$ cat config.mk
export PLATFORM = sky130hd
export DESIGN_NAME = cordic_datapath
export DESIGN_NICKNAME = d
export VERILOG_FILES = /design/src/rtl/cordic_pkg.sv /design/src/rtl/cordic_iter_counter.sv /design/src/rtl/cordic_datapath.sv
export SDC_FILE = /design/constraint.sdc
export NUM_CORES = 1
export LEC_CHECK = 0
export ABC_CLOCK_PERIOD_IN_PS = 12700
export CORE_MARGIN = 1
export CORE_UTILIZATION = 55
export DETAILED_ROUTE_END_ITERATION = 12
export GPL_ROUTABILITY_DRIVEN = 0
export MAX_ROUTING_LAYER = met4
export PLACE_DENSITY_LB_ADDON = 0.3
export SYNTH_ARGS = -nofsm -noshare
export SYNTH_HDL_FRONTEND = slang
export SYNTH_SLANG_ARGS = --single-unit
$ cat constraint.sdc
create_clock -name clka -period 12.7 [get_ports clka]
set_clock_uncertainty 0.1 [all_clocks]
set_input_delay 3.81 -clock clka [delete_from_list [all_inputs] [get_ports clka]]
set_output_delay 3.81 -clock clka [all_outputs]
set_load 0.05 [all_outputs]
$ cat src/rtl/cordic_pkg.sv
// Shared constants for the iterative CORDIC datapath and its controlling FSM.
// Angles are in Q2.14 radians, so 1.0 rad = 16384.
package cordic_pkg;

   localparam int CORDIC_W      = 16;
   localparam int CORDIC_N_ITER = 8;

   // The FSM drives in_mux_ctl with exactly these codes.
   typedef enum logic [1:0] {
      MUX_HOLD = 2'b00,
      MUX_LOAD = 2'b01,
      MUX_ITER = 2'b10,
      MUX_CLR  = 2'b11
   } cordic_mux_e;

   // atan(2^-i) in Q2.14, for i = 0 .. 7
   function automatic logic [15:0] cordic_atan(input logic [2:0] idx);
      logic [15:0] val;
      case (idx)
         3'd0:    val = 16'd12868;
         3'd1:    val = 16'd7596;
         3'd2:    val = 16'd4014;
         3'd3:    val = 16'd2037;
         3'd4:    val = 16'd1023;
         3'd5:    val = 16'd512;
         3'd6:    val = 16'd256;
         default: val = 16'd128;
      endcase
      return val;
   endfunction

endpackage

$ cat src/rtl/cordic_iter_counter.sv
// Saturating iteration counter; counter_rst beats counter_hold beats increment.
// It stops at N_ITER so the FSM sees a stable terminal value.
module cordic_iter_counter
   import cordic_pkg::*;
#(
   parameter int N_ITER = CORDIC_N_ITER
) (
   input  logic       clka,
   input  logic       reset,
   input  logic       counter_rst,
   input  logic       counter_hold,
   output logic [3:0] count
);

   localparam logic [3:0] CNT_MAX = 4'(N_ITER);

   always_ff @(posedge clka) begin
      if (reset) begin
         count <= '0;
      end else if (counter_rst) begin
         count <= '0;
      end else if (counter_hold) begin
         count <= count;
      end else if (count < CNT_MAX) begin
         count <= count + 4'd1;
      end
   end

endmodule

$ cat src/rtl/cordic_datapath.sv
// Iterative CORDIC x/y/z datapath: one micro-rotation per clock under FSM control.
// Gain is not compensated here; callers prescale x by ~0.607253.
module cordic_datapath
   import cordic_pkg::*;
#(
   parameter int W      = CORDIC_W,
   parameter int N_ITER = CORDIC_N_ITER
) (
   input  logic                clka,
   input  logic                reset,
   input  logic                cordic_mode,
   input  logic [1:0]          in_mux_ctl,
   input  logic                counter_rst,
   input  logic                counter_hold,
   input  logic signed [W-1:0] x_in,
   input  logic signed [W-1:0] y_in,
   input  logic signed [W-1:0] z_in,
   output logic [3:0]          counter,
   output logic signed [W-1:0] x_out,
   output logic signed [W-1:0] y_out,
   output logic signed [W-1:0] z_out
);

   logic signed [W-1:0] x_reg, y_reg, z_reg;
   logic signed [W-1:0] x_next, y_next, z_next;
   logic signed [W-1:0] x_shift, y_shift, atan_step;
   logic [63:0]         atan_wide;
   logic [3:0]          count;
   logic [2:0]          iter_idx;
   logic                iter_active;
   logic                d_pos;

   cordic_iter_counter #(
      .N_ITER (N_ITER)
   ) u_iter_counter (
      .clka         (clka),
      .reset        (reset),
      .counter_rst  (counter_rst),
      .counter_hold (counter_hold),
      .count        (count)
   );

   assign iter_idx    = count[2:0];
   assign iter_active = (count < 4'(N_ITER));

   // Rescale the Q2.14 table to this instance's Q2.(W-2) format.
   assign atan_wide = (64'(cordic_atan(iter_idx)) << W) >> 16;
   assign atan_step = W'(atan_wide);

   assign x_shift = x_reg >>> iter_idx;
   assign y_shift = y_reg >>> iter_idx;

   // Rotation steers z toward 0, vectoring steers y toward 0.
   assign d_pos = cordic_mode ? y_reg[W-1] : ~z_reg[W-1];

   always_comb begin
      x_next = x_reg;
      y_next = y_reg;
      z_next = z_reg;
      if (d_pos) begin
         x_next = x_reg - y_shift;
         y_next = y_reg + x_shift;
         z_next = z_reg - atan_step;
      end else begin
         x_next = x_reg + y_shift;
         y_next = y_reg - x_shift;
         z_next = z_reg + atan_step;
      end
   end

   always_ff @(posedge clka) begin
      if (reset) begin
         x_reg <= '0;
         y_reg <= '0;
         z_reg <= '0;
      end else begin
         case (in_mux_ctl)
            MUX_LOAD: begin
               x_reg <= x_in;
               y_reg <= y_in;
               z_reg <= z_in;
            end
            MUX_CLR: begin
               x_reg <= '0;
               y_reg <= '0;
               z_reg <= '0;
            end
            MUX_ITER: begin
               // Past the last iteration this degenerates to a hold.
               if (iter_active) begin
                  x_reg <= x_next;
                  y_reg <= y_next;
                  z_reg <= z_next;
               end
            end
            default: begin
               x_reg <= x_reg;
               y_reg <= y_reg;
               z_reg <= z_reg;
            end
         endcase
      end
   end

   assign counter = count;
   assign x_out   = x_reg;
   assign y_out   = y_reg;
   assign z_out   = z_reg;

endmodule
==> results.toml, run 1 <==
[routing]
routed_wl_mm = 19.8
route.detailed.drc = 0
wl_per_cell_um = 18.3
drt-initial-drc-count = 442
postRouteAntennaNets = 0
vias_per_cell = 6.42
detailroute.via_count = 6968
first_pass_iters = 5

[pwr]
leakagePower_nw = 3.09
switching_share_pct = 46.6
p_per_area_nw_per_um2 = 130
share_comb_of_total_power_pct = 63.2
p_int_mw = 0.539
power_frac_seq_pct = 21.7
peakVddDrop_v = 0.0000783
p_switching_mw = 0.472
p_clk_share_pct = 15.1

[die]
die_h_um = 111
rows = 39
start_util_pct = 56.7
die_area_um2 = 12300
core_um2 = 11500
fp.dieW_um = 111
ios = 107

[logic_synthesis]
ys_warn_count = 0
yosysTopAreaCell = "dfxtp_1"
synth_top_area_share_pct = 16.0
synthCells = 871
synthArstFlopShare_pct = 0
syn-cell-area_um2 = 6510
synth_edf_count = 0
postSynthAreaPerCell_um2 = 7.47
yosys_register_bits = 52
synth_flop_cell = "dfxtp_1"
synth_area_leaders = "dfxtp_1, ha_1, xnor2_1"
yosysSeqAreaShare_pct = 16.0
synth_cell_types = 63
syn-num-nets = 981

[setup_path]
cp_num_cells = 18
cp.arrival_ns = 8.16
setup.worst_path.start = "cordic_mode"
r2r-start = "u_iter_counter.count[2]"
path_max_fanout = 24
setup.worst_path.end = "z_out[15]"
reg2reg_slack_ns = 6.67
worstSetupPathType = "primary input to flop"
slowest_stage = "a2111oi_0"
critPathRequiredTime_ns = 12.82
crit_path_end_kind = "flop"
r2r-end = "y_out[15]"
critPathMaxStageDelay_ns = 0.54
critPathTopFamily = "compound AO/OA/AOI/OAI gates"
worst-path-buf-inv = 4
path_cells = "clkdlybuf4s50_1, nor2_1, a21oi_2, buf_4, inv_1, mux2i_1, o21ai_0, inv_1, ha_1, nor2b_1, o31a_1, o211a_1, nor2_1, a2111oi_0, a221oi_1, xnor2_1, or3_1, a311oi_1"
reg2regPathDepth = 19
critPathLaunchType = "primary input"

[timing]
setup_viol = 0
slew_headroom_pct = 26.9
hold_violations = 0
finalMaxSlewViolations = 0
final.setup.tns_ns = 0
rsz0062_at_grt = "no"
max_freq_ghz = 0.124
post-route-period-util_pct = 63.3
post-route-min-period_ns = 8.04
worstMarginPinSlew_ns = 1.10

[layout]
stdcell_area_um2 = 7750
layout_commonest_cell = "clkdlybuf4s50_1"
mostFrequentLayoutCells = "clkdlybuf4s50_1, nor2_1, a21oi_1, nand2_1, o21ai_0"
layout.cells.non_filler = 1085
drive_gt1_share_pct = 6.05
nets = 1051
fin_util_pct = 67.6
diodes = 0
area_delta_synth_final_pct = 19.1
nFillCells = 1010

[placement]
post-place-cells = 1077
dpl_cell_area_um2 = 7600
dp_hpwl_mm = 14.1
port_buffers = 106

[clock_tree]
htree_levels = 2
cts.sinks = 52
cts_setup_buffers = 0
cts_root_buffer = "clkbuf_16"
clkSlewWorstSetupHoldPaths_ns = 0.08
cts_tree = "done"
ctsResizeCount = 0
cts_hold_buffers = 0
clk_latency_ns = 0.31
clk_path_buf_depth = 2
cts_buffers = 5

[global_route]
grt_pass1_vias = 6748
grt_util_all_layers_pct = 33.1
grt_pass1_wl_mm = 32.4
grt.overflow.total = 0
grt_antenna_before_repair = 0
grt_max_degree = 64

[outcome]
status = "complete, no violations"

[flow_run]
drv_cap = 0

[worst_hold_path]
hp-class = "flop to flop"
-- worst register-to-register path, stage by stage, from the launching register on --
cell and delay, ns:
dfxtp_2 1.06, inv_1 0.78, mux4_2 0.72, ha_1 0.23, and2_1 0.15, nand2_1 0.07
nand4b_1 0.13, nand3b_1 0.15, nand2_1 0.08, xor2_1 0.15, ha_1 0.34, and2_1 0.19
a221oi_1 0.34, nand2_1 0.08, a21oi_1 0.21, nor2_1 0.07, a2111oi_0 0.64, a21oi_1 0.16
xnor2_1 0.18, a21oi_1 0.07
-- final cells by class --
class                           count  area (um2)  area share, %
Tap cell                          143         179           2.31
Timing Repair Buffer              116        1140           14.7
Clock buffer                        6         139           1.79
Inverter                           37         139           1.79
Multi-Input combinational cell    729        5100           65.8
Clock inverter                      2        17.5          0.226
Sequential cell                    52        1040           13.5
-- flip-flops by register name (all words and copies together) (netlist names) --
signal / count
y_out: 16
u_iter_counter.count: 4
x_out: 16
z_out: 16
-- logic make-up (layout without fill, tap and decap cells) --
logic type | after synthesis | count (layout) | share of synthesized area [%]
multiplexers | 50 | 50 | 9.50
AND/OR/NAND/NOR | 284 | 284 | 20.2
flip-flops | 52 | 52 | 16.0
adder cells (fa/ha/maj) | 55 | 55 | 10.9
AO/OA/AOI/OAI | 273 | 273 | 28.4
XOR/XNOR | 67 | 67 | 9.23
buffers and inverters | 90 | 161 | 5.75
-- power by group through the flow --
stage | clock network, mW | logic, mW | registers (mW)
final | 0.153 | 0.639 | 0.219
after global routing | 0.159 | 0.701 | 0.222
after CTS | 0.153 | 0.632 | 0.218
after detailed placement | 0 | 0.627 | 0.221
after global placement | 0 | 0.618 | 0.222
after floorplan | 0 | 0.431 | 0.269
-- synthesized netlist by cell type, types with 21 or more instances --
| library cell | number |
|---|---|
| nor2_1 | 100 |
| a21oi_1 | 68 |
| nand2_1 | 59 |
| o21ai_0 | 55 |
| nor3_1 | 53 |
| dfxtp_1 | 52 |
| ha_1 | 52 |
| xnor2_1 | 43 |
| clkbuf_1 | 34 |
| inv_1 | 34 |
| mux2i_1 | 31 |
| a221oi_1 | 25 |
| xor2_1 | 23 |
| a211oi_1 | 21 |
-- metal layers --
layer / global-route usage (%) / vias up / share of wire, %
li1: - / 3356 / -
met1: 40.1 / 3282 / 40
met2: 56.0 / 294 / 49
met3: 4.70 / 36 / 8.2
met4: 12.0 / 0 / 2.5
met5: - / - / 0
-- worst min path at each step --
stage | startpoint | to | depth (start not counted)
6_report | x_out[0] | x_out[0] | 2
5_1_grt | z_out[7] | z_out[7] | 2
4_1_cts | x_out[0] | x_out[0] | 2
3_5_place_dp | x_out[0] | x_out[0] | 2
3_3_place_gp | x_out[0] | x_out[0] | 2
2_1_floorplan | x_out[0] | x_out[0] | 2
-- stage by stage --
| stage | hold WS (ns) | total power, mW | setup slack [ns] |
|---|---|---|---|
| 2_1_floorplan | 0.615 | 0.700 | 5.43 |
| 3_3_place_gp | 0.392 | 0.839 | 4.51 |
| 3_5_place_dp | 0.397 | 0.848 | 4.42 |
| 4_1_cts | 0.409 | 1.00 | 4.71 |
| 5_1_grt | 0.451 | 1.08 | 4.30 |
| 6_report | 0.411 | 1.01 | 4.66 |
Power figures use the tool's default switching activity.
==> run 2, diff against run 1 <==
--- a/config.mk
+++ b/config.mk
@@ -5,9 +5,9 @@
 export SDC_FILE = /design/constraint.sdc
 export NUM_CORES = 1
 export LEC_CHECK = 0
-export ABC_CLOCK_PERIOD_IN_PS = 12700
+export ABC_CLOCK_PERIOD_IN_PS = 7300
 export CORE_MARGIN = 1
-export CORE_UTILIZATION = 55
+export CORE_UTILIZATION = 50
 export DETAILED_ROUTE_END_ITERATION = 12
 export GPL_ROUTABILITY_DRIVEN = 0
 export MAX_ROUTING_LAYER = met4
==> constraint.sdc (replaced) <==
create_clock -name clka -period 7.3 [get_ports clka]
set_clock_uncertainty 0.1 [all_clocks]
set_input_delay 2.19 -clock clka [delete_from_list [all_inputs] [get_ports clka]]
set_output_delay 2.19 -clock clka [all_outputs]
set_load 0.05 [all_outputs]
==> results.toml, run 2 (synthesis results as in run 1) <==
[layout]
diodes = 0
nFillCells = 1173
mostFrequentLayoutCells = "clkdlybuf4s50_1, nor2_1, a21oi_1, nand2_1, o21ai_0"
layout.cells.non_filler = 1119
area_delta_synth_final_pct = 20.1
layout_commonest_cell = "clkdlybuf4s50_1"
nets = 1056
drive_gt1_share_pct = 6.55

[global_route]
grt_max_degree = 54
grt_util_all_layers_pct = 30.8
grt_pass1_vias = 6561
met2_usage_pct = 52.7
grt.overflow.total = 0
grt_util_met1_pct = 35.8
met3_usage_pct = 4.13
top_usage_layer = "met2"
grt_antenna_before_repair = 0
grt_pass1_wl_mm = 31.4

[timing]
finalMaxSlewViolations = 0
worstMarginPinSlew_ns = 0.855
rsz0062_at_grt = "no"
setup_ws_ns = 1.22
post-route-min-period_ns = 6.08
setup_viol = 0
max_freq_ghz = 0.164
final.setup.tns_ns = 0
whs_ns = 0.415
slew_headroom_pct = 43.0
post-route-period-util_pct = 83.4
hold_violations = 0

[die]
start_util_pct = 51.4
die_area_um2 = 13500
fp.dieW_um = 116
ios = 107
core_um2 = 12700
rows = 41
die_h_um = 116

[pwr]
peakVddDrop_v = 0.000120
power.total_mw = 1.74
leakagePower_nw = 3.11
p_per_area_nw_per_um2 = 223

[placement]
dp_hpwl_mm = 14.2
port_buffers = 106
post-place-cells = 1111
dp_slack_ns = 0.881

[clock_tree]
cts_setup_buffers = 0
clk_latency_ns = 0.32
clk_path_buf_depth = 2
cts_tree = "done"
clkSlewWorstSetupHoldPaths_ns = 0.08
ctsResizeCount = 0
cts_hold_buffers = 0
htree_levels = 2
cts.sinks = 52
cts_root_buffer = "clkbuf_16"
cts_buffers = 5

[setup_path]
critPathTopFamily = "compound AO/OA/AOI/OAI gates"
path_cells = "clkdlybuf4s50_1, nor2_1, a21oi_2, inv_1, buf_4, nand2_1, o21a_1, ha_1, a211oi_1, o21ai_0, a31o_2, a21oi_1, nor2_1, a2111oi_0, a21oi_1, xnor2_1, a21oi_1"
slowest_stage = "a2111oi_0"
path_max_fanout = 20
cp.arrival_ns = 6.18
crit_path_end_kind = "flop"
critPathRequiredTime_ns = 7.39
critPathLaunchType = "primary input"
cp_common_cell = "a21oi_1"
worst-path-buf-inv = 3
worstSetupPathType = "primary input to flop"
critPathMaxStageDelay_ns = 0.66

[routing]
postRouteAntennaNets = 0
vias_per_cell = 6.10
first_pass_iters = 5
drt-initial-drc-count = 432
route.detailed.drc = 0
detailroute.via_count = 6829
wl_per_cell_um = 17.4
routed_wl_mm = 19.5

[worst_hold_path]
hp-class = "flop to flop"

[outcome]
status = "complete, no violations"

[flow_run]
drv_cap = 0
run 2: cell count changes in the layout (fill, tap and decap cells not counted):
| cell | previous run | this run |
|---|---|---|
| clkinv_4 | 0 | 1 |
| clkinv_2 | 0 | 1 |
| clkbuf_8 | 1 | 0 |
| buf_4 | 10 | 15 |
| inv_6 | 2 | 1 |
run 2: worst reg2reg max path, delay by kind of cell (launching register included):
kind / cells / cell delay (ns)
compound gates: 8 / 1.83
flops: 1 / 0.69
xor+xnor: 2 / 0.66
buf+inv: 1 / 0.56
simple gates: 6 / 1.17
fa+ha+maj: 2 / 0.48
run 2: worst paths after layout:
check,to,startpoint,slack [ns],cells past startpoint
hold reg to reg,x_out[0],x_out[0],0.41,2
hold / removal,x_out[0],x_out[0],0.41,2
setup reg to reg,x_out[15],u_iter_counter.count[0],1.68,19
setup / recovery,y_out[15],cordic_mode,1.22,17
run 2: stage by stage:
| step | util [%] | area (um2) |
|---|---|---|
| 2_1_floorplan | - | 6510 |
| 3_3_place_gp | 60.5 | 7670 |
| 3_5_place_dp | 60.5 | 7670 |
| 4_1_cts | 61.7 | 7820 |
| 5_1_grt | 61.7 | 7820 |
| 6_report | 61.7 | 7820 |
run 2: final cells by class:
type | count | area (um2) | share of cell area [%]
Sequential cell | 52 | 1040 | 13.3
Inverter | 37 | 139 | 1.78
Timing Repair Buffer | 121 | 1170 | 15.0
Clock inverter | 3 | 22.5 | 0.288
Tap cell | 172 | 215 | 2.75
Multi-Input combinational cell | 729 | 5100 | 65.2
Clock buffer | 5 | 125 | 1.60
run 2: power breakdown:
part / internal, mW / switching (mW) / leakage, nW
sequential: 0.316 / 0.0658 / 0.431
combinational: 0.486 / 0.621 / 2.60
clock: 0.129 / 0.128 / 0.0742
run 2: layer usage:
layer / routed length, um / vias up
li1: - / 3365
met1: 8280 / 3176
met2: 9420 / 242
met3: 1200 / 46
met4: 612 / 0
met5: 0 / -
==> run 3, diff against run 2 <==
--- a/config.mk
+++ b/config.mk
@@ -5,9 +5,9 @@
 export SDC_FILE = /design/constraint.sdc
 export NUM_CORES = 1
 export LEC_CHECK = 0
-export ABC_CLOCK_PERIOD_IN_PS = 7300
+export ABC_CLOCK_PERIOD_IN_PS = 5800
 export CORE_MARGIN = 1
-export CORE_UTILIZATION = 50
+export CORE_UTILIZATION = 55
 export DETAILED_ROUTE_END_ITERATION = 12
 export GPL_ROUTABILITY_DRIVEN = 0
 export MAX_ROUTING_LAYER = met4
==> constraint.sdc (replaced) <==
create_clock -name clka -period 5.8 [get_ports clka]
set_clock_uncertainty 0.1 [all_clocks]
set_input_delay 1.74 -clock clka [delete_from_list [all_inputs] [get_ports clka]]
set_output_delay 1.74 -clock clka [all_outputs]
set_load 0.05 [all_outputs]
==> results.toml, run 3 (synthesis results as in run 1) <==
[routing]
detailroute.via_count = 7062
wl_per_cell_um = 18.1
vias_per_cell = 6.41
first_pass_iters = 5
routed_wl_mm = 20.0
route.detailed.drc = 0
drt-initial-drc-count = 476
postRouteAntennaNets = 0

[timing]
hold_violations = 0
rsz0062_at_grt = "no"
max_freq_ghz = 0.184
worstMarginPinSlew_ns = 0.786
finalMaxSlewViolations = 0
post-route-min-period_ns = 5.43
slew_headroom_pct = 47.4
setup_viol = 0
post-route-period-util_pct = 93.6

[setup_path]
worstSetupPathType = "primary input to flop"
critPathLaunchType = "primary input"
path_max_fanout = 13
reg2regPathDepth = 19
r2r-end = "x_out[15]"
r2r-start = "u_iter_counter.count[1]"
critPathRequiredTime_ns = 5.91
reg2reg_slack_ns = 0.58
crit_path_end_kind = "flop"
cp.arrival_ns = 5.54

[die]
die_area_um2 = 12300
start_util_pct = 56.7
die_h_um = 111
core_um2 = 11500
ios = 107
rows = 39
fp.dieW_um = 111

[layout]
nets = 1068
diodes = 0
fin_util_pct = 68.9
stdcell_area_um2 = 7900
area_delta_synth_final_pct = 21.3
mostFrequentLayoutCells = "clkdlybuf4s50_1, nor2_1, a21oi_1, nand2_1, o21ai_0"
layout.cells.non_filler = 1102
layout_commonest_cell = "clkdlybuf4s50_1"
drive_gt1_share_pct = 7.82

[placement]
port_buffers = 106
post-place-cells = 1094
dp_hpwl_mm = 14.6
dpl_cell_area_um2 = 7740

[clock_tree]
htree_levels = 2
cts_hold_buffers = 0
cts_tree = "done"
cts.sinks = 52
clk_path_buf_depth = 2
cts_buffers = 5
clkSlewWorstSetupHoldPaths_ns = 0.08
clk_latency_ns = 0.31
ctsResizeCount = 0
cts_setup_buffers = 0
cts_root_buffer = "clkbuf_16"

[global_route]
grt_pass1_vias = 6837
grt.overflow.total = 0
grt_pass1_wl_mm = 32.4
grt_util_all_layers_pct = 33.1
grt_antenna_before_repair = 0
grt_max_degree = 46

[pwr]
power.total_mw = 2.23
p_per_area_nw_per_um2 = 283
leakagePower_nw = 3.17
peakVddDrop_v = 0.000197

[flow_run]
drv_cap = 0

[worst_hold_path]
holdPathEnd = "x_out[0]"
min_path_cells = 2
hp-class = "flop to flop"
min_from = "x_out[0]"

[outcome]
status = "complete, no violations"
[run 3: where the power goes]
part	switching [mW]	internal (mW)
combinational	0.795	0.627
clock	0.159	0.173
sequential	0.0818	0.397
total	1.04	1.20
[run 3: worst max-delay path, stage by stage]
cell	delay (ns)
clkdlybuf4s50_1	0.49
nor2_1	0.06
a21oi_2	0.20
inv_1	0.12
buf_4	0.20
mux2i_1	0.12
o21ai_0	0.24
inv_1	0.07
ha_1	0.26
nor2b_1	0.14
o31a_1	0.29
o211a_1	0.26
nor2_1	0.18
a2111oi_2	0.11
a221oi_1	0.32
xnor2_1	0.11
or3_1	0.33
a311oi_1	0.29
[run 3: how the worst max path moves through the flow]
stage,from,end,cells after the start,slack [ns]
after floorplan,u_iter_counter.count[0],x_out[15],21,0.58
after global placement,cordic_mode,z_out[15],18,0.09
after detailed placement,cordic_mode,z_out[15],18,-0.02
after CTS,cordic_mode,z_out[15],18,0.23
after global routing,cordic_mode,z_out[15],18,0.02
final,cordic_mode,z_out[15],18,0.37
[run 3: layer usage]
metal | wire, um | vias up | GRT usage, %
met5 | 0 | - | -
met4 | 715 | 0 | 14.1
met3 | 1380 | 54 | 4.16
met2 | 9660 | 285 | 57.4
met1 | 8200 | 3339 | 38.4
li1 | - | 3384 | -
[run 3: cell type report]
type / instances / area (um2)
inverter: 37 / 139
fill: 977 / 3570
tap: 143 / 179
timing repair buffer: 133 / 1280
clock buffer: 6 / 139
sequential: 52 / 1040
multi-input combinational: 729 / 5100
clock inverter: 2 / 15.0
[run 3: per-stage QoR]
| stage | hold slack (ns) | worst slack (ns) | TNS [ns] |
|---|---|---|---|
| after floorplan | 0.615 | 0.581 | 0 |
| after global placement | 0.394 | 0.0931 | 0 |
| after detailed placement | 0.402 | -0.0194 | -0.0194 |
| after CTS | 0.413 | 0.229 | 0 |
| after global routing | 0.451 | 0.0162 | 0 |
| final | 0.419 | 0.373 | 0 |
==> patch: new RTL, settings of run 2 <==
Change the package constant `CORDIC_W` from 16 to 14.
--- a/src/rtl/cordic_pkg.sv
+++ b/src/rtl/cordic_pkg.sv
@@ -4,3 +4,3 @@
 
-   localparam int CORDIC_W      = 16;
+   localparam int CORDIC_W      = 14;
    localparam int CORDIC_N_ITER = 8;
Interface: changed (6 resized); port bits go from 107 to 95. No check against the original RTL was run, so the function may have changed too.
==> patch against run 2 <==
Combinational power decreased by 11%. Highest routed layer unchanged. Worst setup slack better by 0.0018 ns. Largest cell class unchanged. Wire length fell by 3.6%. Synthesized cell count down 10%. Area after synthesis shrank 10%. Count of clock-buffer cells in the layout grew 2. Utilization fell by 0.54 points. Design area decreased by 11%. Largest power group unchanged. Power down 10%. Sequential share of layout area is 0.12 points lower. Sequential cell count decreased by 6. First-iteration DRC count grew 30%. Final cell count shrank 11%.
==> patch: results <==
[status]
status = "finished, final reports clean"

[worst_setup_path]
crit_path_max_incr_delay_ns = 0.63
critPathMaxFanout = 27
reg2regPathDepth = 20
cp.arrival_ns = 6.12

[logic_synthesis]
ys_top_cells_by_count = "nor2_1 (105), a21oi_1 (52), ha_1 (47), nand2_1 (47)"
ys_seq_area_frac = 0.1575
ys_types = 66
ys_top_cells_by_area = "dfxtp_1 (16%), ha_1 (10%), nor2_1 (6.7%)"
synthArstFlopShare = 0
syn-num-nets = 880

[pwr]
p_seq_uw = 337
ir_worst_vdd_v = 0.0001171
powerComb_uw = 991
p_leak_nw = 2.707
power.internal_uw = 839.8
power_mw = 1.564

[sta]
fin_hold_ws_ns = 0.4286
worstMarginPinSlew_ns = 1.107

[clocking]
cts_max_level = 2
insertion_delay_ns = 0.29

[placed_design]
dpl.hpwl_um = 13470
io_buffer_count = 94

[detailed_routing]
wl_per_cell_um = 18.97
viasPerCell = 6.463
drtIter0Drc = 560
firstDrtPassIters = 6

[grt]
grt_pass1_wl_um = 30230
grt_max_degree = 57
grt_pass1_vias = 6120
grtUsageTotal = 0.3307

[min_path]
hp-start = "z_out[8]"
hold_class = "flop to flop"
hold_end = "z_out[8]"

[final_layout]
num-fill-cells = 1027
nets = 947
drive_gt1_frac = 0.06243
-- patch: through the flow --
stage / util / setup WS, ns / cells / instance area, um2
after floorplan: - / 1.988 / 781 / 5846
after global routing: 0.6115 / 0.8350 / 992 / 6983
after detailed placement: 0.5986 / 0.9676 / 984 / 6835
final: 0.6115 / 1.217 / 992 / 6983
after CTS: 0.6115 / 1.265 / 992 / 6983
after global placement: 0.5986 / 1.138 / 984 / 6835
-- patch: cells by family (layout without fill, tap and decap cells) --
group,Yosys count,count (layout),share of synthesized area
fa+ha+maj,50,50,0.1109
compound gates,226,226,0.2613
flops,46,46,0.1575
buf+inv,78,146,0.05886
mux,52,52,0.1096
simple gates,273,273,0.2179
xor+xnor,56,56,0.08390
-- patch: layout make-up --
type                    instances  area, um2  area share
clock buffers                   7      142.6     0.02043
clock inverters                 1      5.005   0.0007167
inverters                      31      116.4     0.01666
multi-input cells             657       4583      0.6563
flip-flops and latches         46      923.4      0.1322
well taps                     143      178.9     0.02562
repair buffers                107       1033      0.1480
-- patch: worst max path at each step --
stage                            from         to
after floorplan           cordic_mode  x_out[12]
after detailed placement  cordic_mode  y_out[13]
after CTS                 cordic_mode  y_out[13]
after global routing      cordic_mode  y_out[12]
final                     cordic_mode  y_out[13]
after global placement    cordic_mode  x_out[13]
-- patch: critical path, delay by kind of cell --
kind,cells,cell delay [ns]
compound gates,6,1.82
buf+inv,3,1.07
simple gates,4,0.40
xor+xnor,2,0.35
fa+ha+maj,1,0.29
-- patch: layer usage --
metal,vias up,share of wire,global-route usage
li1,3027,-,-
met1,2999,0.40,0.3963
met2,322,0.48,0.5433
met3,63,0.080,0.04821
met4,0,0.043,0.1635
met5,-,0,-
